**src/rtl/pe_dmem_burst_ctrl_pkg.sv**
```systemverilog
// Shared types and constants for the PE data-memory burst engine.
// Default widths follow PE_DATA_WIDTH / PE_DMEM_ADDR_WIDTH when those defines are provided.
`ifndef PE_DATA_WIDTH
`define PE_DATA_WIDTH 32
`endif
`ifndef PE_DMEM_ADDR_WIDTH
`define PE_DMEM_ADDR_WIDTH 12
`endif

package pe_dmem_burst_ctrl_pkg;

  localparam int unsigned PE_DATA_WIDTH      = `PE_DATA_WIDTH;
  localparam int unsigned PE_DMEM_ADDR_WIDTH = `PE_DMEM_ADDR_WIDTH;
  localparam int unsigned CMD_LEN_WIDTH      = 8;

  localparam int unsigned RD_FIFO_DEPTH = 2;
  localparam int unsigned RD_FIFO_PTR_W = $clog2(RD_FIFO_DEPTH);
  localparam int unsigned RD_FIFO_CNT_W = $clog2(RD_FIFO_DEPTH + 1);

  typedef enum logic [1:0] {
    ST_IDLE  = 2'd0,
    ST_WRITE = 2'd1,
    ST_READ  = 2'd2,
    ST_DONE  = 2'd3
  } burst_state_e;

endpackage

```
**src/rtl/pe_dmem_burst_ctrl_rdfifo.sv**
```systemverilog
// Two-entry synchronous read buffer: head word is presented combinationally,
// push while full is accepted only together with a pop.
module pe_dmem_burst_rdfifo
  import pe_dmem_burst_ctrl_pkg::*;
#(
  parameter int unsigned DATA_WIDTH = PE_DATA_WIDTH
) (
  input  logic                     iClk,
  input  logic                     iReset,
  input  logic                     iPush,
  input  logic [DATA_WIDTH-1:0]    iPush_Data,
  input  logic                     iPop,
  output logic [DATA_WIDTH-1:0]    oPop_Data,
  output logic [RD_FIFO_CNT_W-1:0] oCount
);

  logic [DATA_WIDTH-1:0]    mem_q [RD_FIFO_DEPTH];
  logic [RD_FIFO_PTR_W-1:0] wr_ptr_q;
  logic [RD_FIFO_PTR_W-1:0] rd_ptr_q;
  logic [RD_FIFO_CNT_W-1:0] count_q;
  logic                     push_en;
  logic                     pop_en;

  always_comb begin
    pop_en  = iPop && (count_q != '0);
    push_en = iPush && ((count_q != RD_FIFO_CNT_W'(RD_FIFO_DEPTH)) || pop_en);
  end

  always_ff @(posedge iClk or posedge iReset) begin
    if (iReset) begin
      for (int unsigned i = 0; i < RD_FIFO_DEPTH; i++) begin
        mem_q[i] <= '0;
      end
      wr_ptr_q <= '0;
      rd_ptr_q <= '0;
      count_q  <= '0;
    end else begin
      if (push_en) begin
        mem_q[wr_ptr_q] <= iPush_Data;
        wr_ptr_q        <= wr_ptr_q + RD_FIFO_PTR_W'(1);
      end
      if (pop_en) begin
        rd_ptr_q <= rd_ptr_q + RD_FIFO_PTR_W'(1);
      end
      case ({push_en, pop_en})
        2'b10:   count_q <= count_q + RD_FIFO_CNT_W'(1);
        2'b01:   count_q <= count_q - RD_FIFO_CNT_W'(1);
        default: count_q <= count_q;
      endcase
    end
  end

  always_comb begin
    oPop_Data = mem_q[rd_ptr_q];
    oCount    = count_q;
  end

endmodule

```
**src/rtl/pe_dmem_burst_ctrl.sv**
```systemverilog
// Port-A burst engine for the PE data memory: one command, then a write or read stream.
// Optional PE_DMEM_BURST_STRIDE_EN adds iCmd_Stride (address step in words per beat).
module pe_dmem_burst_ctrl
  import pe_dmem_burst_ctrl_pkg::*;
#(
  parameter int unsigned DATA_WIDTH = PE_DATA_WIDTH,
  parameter int unsigned ADDR_WIDTH = PE_DMEM_ADDR_WIDTH,
  parameter int unsigned LEN_WIDTH  = CMD_LEN_WIDTH
) (
  input  logic                  iClk,
  input  logic                  iReset,
  input  logic                  iCmd_Valid,
  output logic                  oCmd_Ready,
  input  logic                  iCmd_Write,
  input  logic [ADDR_WIDTH-1:0] iCmd_Address,
  input  logic [LEN_WIDTH-1:0]  iCmd_Length,
`ifdef PE_DMEM_BURST_STRIDE_EN
  input  logic [7:0]            iCmd_Stride,
`endif
  input  logic                  iWr_Valid,
  output logic                  oWr_Ready,
  input  logic [DATA_WIDTH-1:0] iWr_Data,
  output logic                  oRd_Valid,
  input  logic                  iRd_Ready,
  output logic [DATA_WIDTH-1:0] oRd_Data,
  output logic                  oBusy,
  output logic                  oDone,
  output logic                  oBus_Valid,
  output logic                  oBus_Write_Enable,
  output logic [ADDR_WIDTH-1:0] oBus_Address,
  output logic [DATA_WIDTH-1:0] oBus_Write_Data,
  input  logic [DATA_WIDTH-1:0] iBus_Read_Data
);

  burst_state_e             state_q, state_d;
  logic [ADDR_WIDTH-1:0]    addr_q, addr_d;
  logic [LEN_WIDTH-1:0]     remain_q, remain_d;
  logic [LEN_WIDTH-1:0]     issue_rem_q, issue_rem_d;
  logic                     inflight_q, inflight_d;
  logic [ADDR_WIDTH-1:0]    step;
`ifdef PE_DMEM_BURST_STRIDE_EN
  logic [7:0]               stride_q, stride_d;
`endif

  logic                     wr_hs;
  logic                     rd_issue;
  logic                     rd_pop;
  logic [RD_FIFO_CNT_W:0]   rd_occ;
  logic [RD_FIFO_CNT_W-1:0] fifo_count;
  logic [DATA_WIDTH-1:0]    fifo_data;

  pe_dmem_burst_rdfifo #(
    .DATA_WIDTH (DATA_WIDTH)
  ) u_rdfifo (
    .iClk       (iClk),
    .iReset     (iReset),
    .iPush      (inflight_q),
    .iPush_Data (iBus_Read_Data),
    .iPop       (rd_pop),
    .oPop_Data  (fifo_data),
    .oCount     (fifo_count)
  );

  always_ff @(posedge iClk or posedge iReset) begin
    if (iReset) begin
      state_q     <= ST_IDLE;
      addr_q      <= '0;
      remain_q    <= '0;
      issue_rem_q <= '0;
      inflight_q  <= 1'b0;
`ifdef PE_DMEM_BURST_STRIDE_EN
      stride_q    <= '0;
`endif
    end else begin
      state_q     <= state_d;
      addr_q      <= addr_d;
      remain_q    <= remain_d;
      issue_rem_q <= issue_rem_d;
      inflight_q  <= inflight_d;
`ifdef PE_DMEM_BURST_STRIDE_EN
      stride_q    <= stride_d;
`endif
    end
  end

  always_comb begin
    state_d     = state_q;
    addr_d      = addr_q;
    remain_d    = remain_q;
    issue_rem_d = issue_rem_q;
    inflight_d  = rd_issue;
`ifdef PE_DMEM_BURST_STRIDE_EN
    stride_d    = stride_q;
    step        = ADDR_WIDTH'({stride_q, 2'b00});
`else
    step        = ADDR_WIDTH'(4);
`endif
    case (state_q)
      ST_IDLE: begin
        if (iCmd_Valid) begin
          addr_d      = iCmd_Address & ~ADDR_WIDTH'(3);
          remain_d    = iCmd_Length;
          issue_rem_d = iCmd_Length;
`ifdef PE_DMEM_BURST_STRIDE_EN
          stride_d    = iCmd_Stride;
`endif
          if (iCmd_Length == '0) begin
            state_d = ST_DONE;
          end else if (iCmd_Write) begin
            state_d = ST_WRITE;
          end else begin
            state_d = ST_READ;
          end
        end
      end
      ST_WRITE: begin
        if (wr_hs) begin
          addr_d   = addr_q + step;
          remain_d = remain_q - LEN_WIDTH'(1);
          if (remain_q == LEN_WIDTH'(1)) begin
            state_d = ST_DONE;
          end
        end
      end
      ST_READ: begin
        // Issue and pop track separately: the address runs ahead of the host by up to two words.
        if (rd_issue) begin
          addr_d      = addr_q + step;
          issue_rem_d = issue_rem_q - LEN_WIDTH'(1);
        end
        if (rd_pop) begin
          remain_d = remain_q - LEN_WIDTH'(1);
          if (remain_q == LEN_WIDTH'(1)) begin
            state_d = ST_DONE;
          end
        end
      end
      ST_DONE: state_d = ST_IDLE;
      default: state_d = ST_IDLE;
    endcase
  end

  always_comb begin
    wr_hs    = (state_q == ST_WRITE) && iWr_Valid;
    rd_pop   = (state_q == ST_READ) && (fifo_count != '0) && iRd_Ready;
    // Buffered plus in-flight words after this cycle's pop must leave room for a new issue.
    rd_occ   = (RD_FIFO_CNT_W + 1)'(fifo_count) + (RD_FIFO_CNT_W + 1)'(inflight_q)
             - (RD_FIFO_CNT_W + 1)'(rd_pop);
    rd_issue = (state_q == ST_READ) && (issue_rem_q != '0)
             && (rd_occ < (RD_FIFO_CNT_W + 1)'(RD_FIFO_DEPTH));

    oCmd_Ready        = (state_q == ST_IDLE);
    oBusy             = (state_q != ST_IDLE);
    oDone             = (state_q == ST_DONE);
    oWr_Ready         = (state_q == ST_WRITE);
    oBus_Valid        = wr_hs || rd_issue;
    oBus_Write_Enable = wr_hs;
    oBus_Address      = addr_q;
    oBus_Write_Data   = (state_q == ST_WRITE) ? iWr_Data : '0;
    oRd_Valid         = (fifo_count != '0);
    oRd_Data          = fifo_data;
  end

endmodule

```
**config.mk**
```make
export PLATFORM = sky130hd
export DESIGN_NAME = pe_dmem_burst_ctrl
export DESIGN_NICKNAME = d
export VERILOG_FILES = /design/src/rtl/pe_dmem_burst_ctrl_pkg.sv /design/src/rtl/pe_dmem_burst_ctrl_rdfifo.sv /design/src/rtl/pe_dmem_burst_ctrl.sv
export SDC_FILE = /design/constraint.sdc
export NUM_CORES = 1
export LEC_CHECK = 0
export CAP_MARGIN = 20
export CORE_MARGIN = 2
export CORE_UTILIZATION = 33
export DETAILED_ROUTE_END_ITERATION = 8
export DONT_BUFFER_PORTS = 1
export PLACE_DENSITY = 0.47
export SLEW_MARGIN = 20
export SYNTH_ARGS = -nofsm -noshare
export SYNTH_HDL_FRONTEND = slang
export SYNTH_SLANG_ARGS = --single-unit
```
**constraint.sdc**
```tcl
create_clock -name iClk -period 2.7 [get_ports iClk]
set_input_delay 0.27 -clock iClk [delete_from_list [all_inputs] [get_ports iClk]]
set_output_delay 0.27 -clock iClk [all_outputs]
set_load 0.02 [all_outputs]
```
==> results.rst <==
.. list-table::
   :header-rows: 1

   * - Metric
     - Value
   * - Final cycle utilization of the critical path
     - 107%
   * - Total number of vias
     - 3580
   * - Vias in the first global route
     - about 3600
   * - Top cells by area in the synthesized netlist
     - sky130_fd_sc_hd__dfrtp_1 47%, sky130_fd_sc_hd__mux2_2 20%, sky130_fd_sc_hd__and2_1 4.1%, sky130_fd_sc_hd__ha_1 2.6%, sky130_fd_sc_hd__a21oi_1 1.8%
   * - Count of non-filler cells in the finished layout
     - ~700
   * - Root cell of the clock tree
     - sky130_fd_sc_hd__clkbuf_16
   * - H-tree levels
     - 3
   * - Max-slew violation total from the final report
     - 0
   * - Die span in x
     - 130 um
   * - Finish-stage setup viols
     - 10
   * - Die footprint
     - 16800 um^2
   * - Diode insertion count for antenna repair
     - 0
   * - Antenna violations before repair
     - 0
   * - Detailed Routing Iterations Pass 1
     - 4
   * - Final critical path time including I/O delays and setup
     - roughly 2900 ps
   * - Number of failing hold endpoints at the final stage
     - 0
   * - Area share of the leading cell type in the synthesized netlist
     - 46.5%
   * - Routed Antenna Nets
     - 0
   * - Count of nets after finishing
     - about 580
   * - Multi-input gate area
     - 2770 um^2
   * - Warning count from the yosys run
     - 0
   * - Combined area of all synthesized cells
     - approximately 5200 um^2
   * - Final wirelength
     - ~12000 um
   * - Average cell area after synthesis
     - 11.3 um^2
   * - Count of state elements after synthesis
     - 97
   * - Sequential fraction of the synthesis area
     - 46.5%
   * - Total of fill cells in the finished design
     - 1490
   * - Maximum number of pins on one net before global-route repair
     - 64
   * - Distinct cell type count after synthesis
     - 56
   * - Iteration-0 DRC Markers
     - 137
   * - RSZ-0062 raised after global routing
     - true
   * - I/O Pins
     - 173
   * - Area of the core
     - 15300 um^2
   * - Count of clock tree sinks
     - 97
   * - Setup slack after layout
     - -195 ps
   * - Max-cap viol count
     - 0
   * - # placed instances
     - 667
   * - Most used DFF post-synth
     - sky130_fd_sc_hd__dfrtp_1
   * - Largest area contributor in the synthesized netlist
     - sky130_fd_sc_hd__dfrtp_1
   * - Req. time, crit path
     - just under 3000 ps
   * - Layout Cell Area excl Fill
     - 6090 um^2
   * - Top cells by count, synth
     - 97 x sky130_fd_sc_hd__dfrtp_1, 91 x sky130_fd_sc_hd__mux2_2, 34 x sky130_fd_sc_hd__and2_1
   * - Initial standard-cell utilization of the core
     - 34.1%
   * - Crit path arrival time
     - 3120 ps
   * - Share of synthesized registers carrying an async set or reset
     - 100%
   * - Routed wirelength normalized by instance count
     - ~17 um
   * - GRT Util Overall
     - 14.3%
   * - Leakage dissipation
     - 2.53 nW
   * - Worst setup skew after layout
     - 7.28 ps
   * - Die Ht
     - 130 um
   * - Aggregate global routing overflow
     - 0
   * - Kind of critical path
     - reg2reg
   * - Total CTS buffers
     - 9
   * - Area growth from synthesis to layout
     - 16.6%
   * - Share of post-route cells with drive strength above 1
     - 36.4%
   * - Critical-path maximum fanout
     - 3
   * - DR vias/cell
     - 5.17
   * - Port Buf Inserts
     - 0
   * - Placed wire-length estimate after detailed placement
     - 8470 um
   * - Global-route wire length before repair
     - 18900 um
   * - Violated checks
     - negative setup slack
   * - Achievable frequency
     - roughly 0.35 GHz
   * - Cell Area, Placed
     - roughly 5600 um^2
   * - IR Drop Worst-Case VDD
     - 1.24 mV
   * - Path class of the lowest-slack min-delay path
     - in2reg
   * - Total area of sequential cells
     - around 2400 um^2
   * - Routability Congestion
     - 0.807
   * - Power Dens Cells
     - around 1400 nW/um^2
   * - EDFF count, synth
     - 0
   * - Clock-pin slew on the worst setup and hold paths
     - about 70 ps
   * - Drc violations
     - 0
   * - Count leader, synth
     - sky130_fd_sc_hd__dfrtp_1
   * - Clock tree from TritonCTS
     - yes
   * - Placement row count
     - 45
   * - Critical path endpoint category
     - flop
   * - Clk Latency, worst-skew pair
     - 350 ps
   * - Largest buffer count on any clock path
     - 2
   * - Number of instances in the synthesized netlist
     - 462
   * - CP Launch Type
     - flop
   * - Run status
     - finished, violations left
[worst max-delay path, cell delays in order, from the launching register on]
cell,delay [ps]
sky130_fd_sc_hd__dfrtp_1,390
sky130_fd_sc_hd__inv_2,80
sky130_fd_sc_hd__ha_4,150
sky130_fd_sc_hd__nand2_4,50
sky130_fd_sc_hd__nor2b_4,120
sky130_fd_sc_hd__ha_4,200
sky130_fd_sc_hd__nand2b_4,130
sky130_fd_sc_hd__fa_2,530
sky130_fd_sc_hd__nand2_2,60
sky130_fd_sc_hd__buf_6,120
sky130_fd_sc_hd__or3_4,340
sky130_fd_sc_hd__a21o_4,220
sky130_fd_sc_hd__nor4b_4,290
sky130_fd_sc_hd__o22ai_1,90
[final timing paths]
path	slack, ps	from	end	cells past startpoint
worst min register to register	490	u_rdfifo.mem_q[59]$_DFFE_PP0P_	u_rdfifo.mem_q[59]$_DFFE_PP0P_	1
worst min-delay path	50	iBus_Read_Data[27]	u_rdfifo.mem_q[59]$_DFFE_PP0P_	1
min in group asynchronous	360	iReset	remain_q[6]$_DFFE_PP0P_	2
worst max register to register	-200	state_q[0]$_DFFE_PP0P_	issue_rem_q[5]$_DFFE_PP0P_	13
max in group asynchronous	1690	iReset	u_rdfifo.oCount[1]$_DFFE_PP0P_	3
worst max-delay path	-200	state_q[0]$_DFFE_PP0P_	issue_rem_q[5]$_DFFE_PP0P_	13
[state kept, by name (all words and copies together), names as in the netlist]
register,flops
remain_q,8
state_q,2
issue_rem_q,8
u_rdfifo.wr_ptr_q,1
oBus_Address,10
u_rdfifo.mem_q,64
u_rdfifo.rd_ptr_q,1
u_rdfifo.oCount,2
inflight_q,1
[routing by layer]
layer	global-route usage (%)	share of wire, %
met4	4.30	1.2
met2	23.7	49
met5	0	0
met1	17.6	42
met3	5.17	7.9
[cells in the final DEF (no fill, tap or decap), types with 3 or more instances in the layout]
cell and count:
sky130_fd_sc_hd__buf_4 23, sky130_fd_sc_hd__a41oi_1 3, sky130_fd_sc_hd__nor3_1 6, sky130_fd_sc_hd__nor2b_1 4
sky130_fd_sc_hd__nand2b_1 3, sky130_fd_sc_hd__and2_1 34, sky130_fd_sc_hd__buf_6 3, sky130_fd_sc_hd__a21oi_2 7
sky130_fd_sc_hd__and4_1 3, sky130_fd_sc_hd__o21ai_2 3, sky130_fd_sc_hd__inv_1 10, sky130_fd_sc_hd__buf_12 3
sky130_fd_sc_hd__mux2_2 91, sky130_fd_sc_hd__o22ai_1 8, sky130_fd_sc_hd__o22a_1 7, sky130_fd_sc_hd__mux2i_1 6
sky130_fd_sc_hd__nor3b_1 4, sky130_fd_sc_hd__nor4_1 4, sky130_fd_sc_hd__o21ai_0 13, sky130_fd_sc_hd__nor2_1 18
sky130_fd_sc_hd__nand3_1 17, sky130_fd_sc_hd__mux2_1 5, sky130_fd_sc_hd__xnor2_1 3, sky130_fd_sc_hd__dfrtp_1 96
sky130_fd_sc_hd__clkbuf_16 9, sky130_fd_sc_hd__ha_1 9, sky130_fd_sc_hd__a31oi_1 5, sky130_fd_sc_hd__nand2_1 16
sky130_fd_sc_hd__a21oi_1 12
[kinds of logic (layout without fill, tap and decap cells)]
logic type | after synthesis | after routing | share of synthesized area, %
multiplexers | 102 | 102 | 21.9
flip-flops | 97 | 97 | 46.5
adder cells (fa/ha/maj) | 12 | 12 | 3.02
other | 1 | 2 | 0.0718
AO/OA/AOI/OAI | 73 | 73 | 9.30
AND/OR/NAND/NOR | 131 | 131 | 14.5
buffers and inverters | 40 | 58 | 3.72
XOR/XNOR | 6 | 6 | 1.01
[per-stage QoR]
stage | TNS [ps] | power, mW | setup WS (ps) | hold WS, ps | utilization, %
final | -1020 | 8.82 | -195 | 53.8 | 39.8
after global routing | -2620 | 9.48 | -292 | 31.8 | 39.8
after CTS | -935 | 8.76 | -154 | 40.7 | 39.1
after detailed placement | -542 | 7.24 | -75.8 | 125 | 36.4
after global placement | -234 | 7.10 | -70.5 | 125 | 36.4
after floorplan | -1270 | 6.36 | -175 | 405 | -
[cell type report]
class                      count  area share [%]
clock inverter                 6            1.07
inverter                      12           0.801
clock buffer                  10            3.93
sequential                    97            39.9
tap                          211            4.34
multi-input combinational    326            45.4
timing repair buffer          30            4.54
[timing repair]
item	4_1_cts	5_1_grt
endpoints found under the setup margin	16	19
buffers inserted	5	3
resized for setup	13	16
pin swaps	10	14
hold buffers	1	0
endpoints found under the hold margin	9	0
gates cloned	0	1
[power breakdown]
group / internal (mW) / total, mW / switching (mW) / leakage (nW)
clock network: 0.745 / 1.31 / 0.567 / 0.149
logic: 2.06 / 4.67 / 2.61 / 1.21
registers: 2.19 / 2.84 / 0.645 / 1.17
Power figures use the tool's default switching activity.
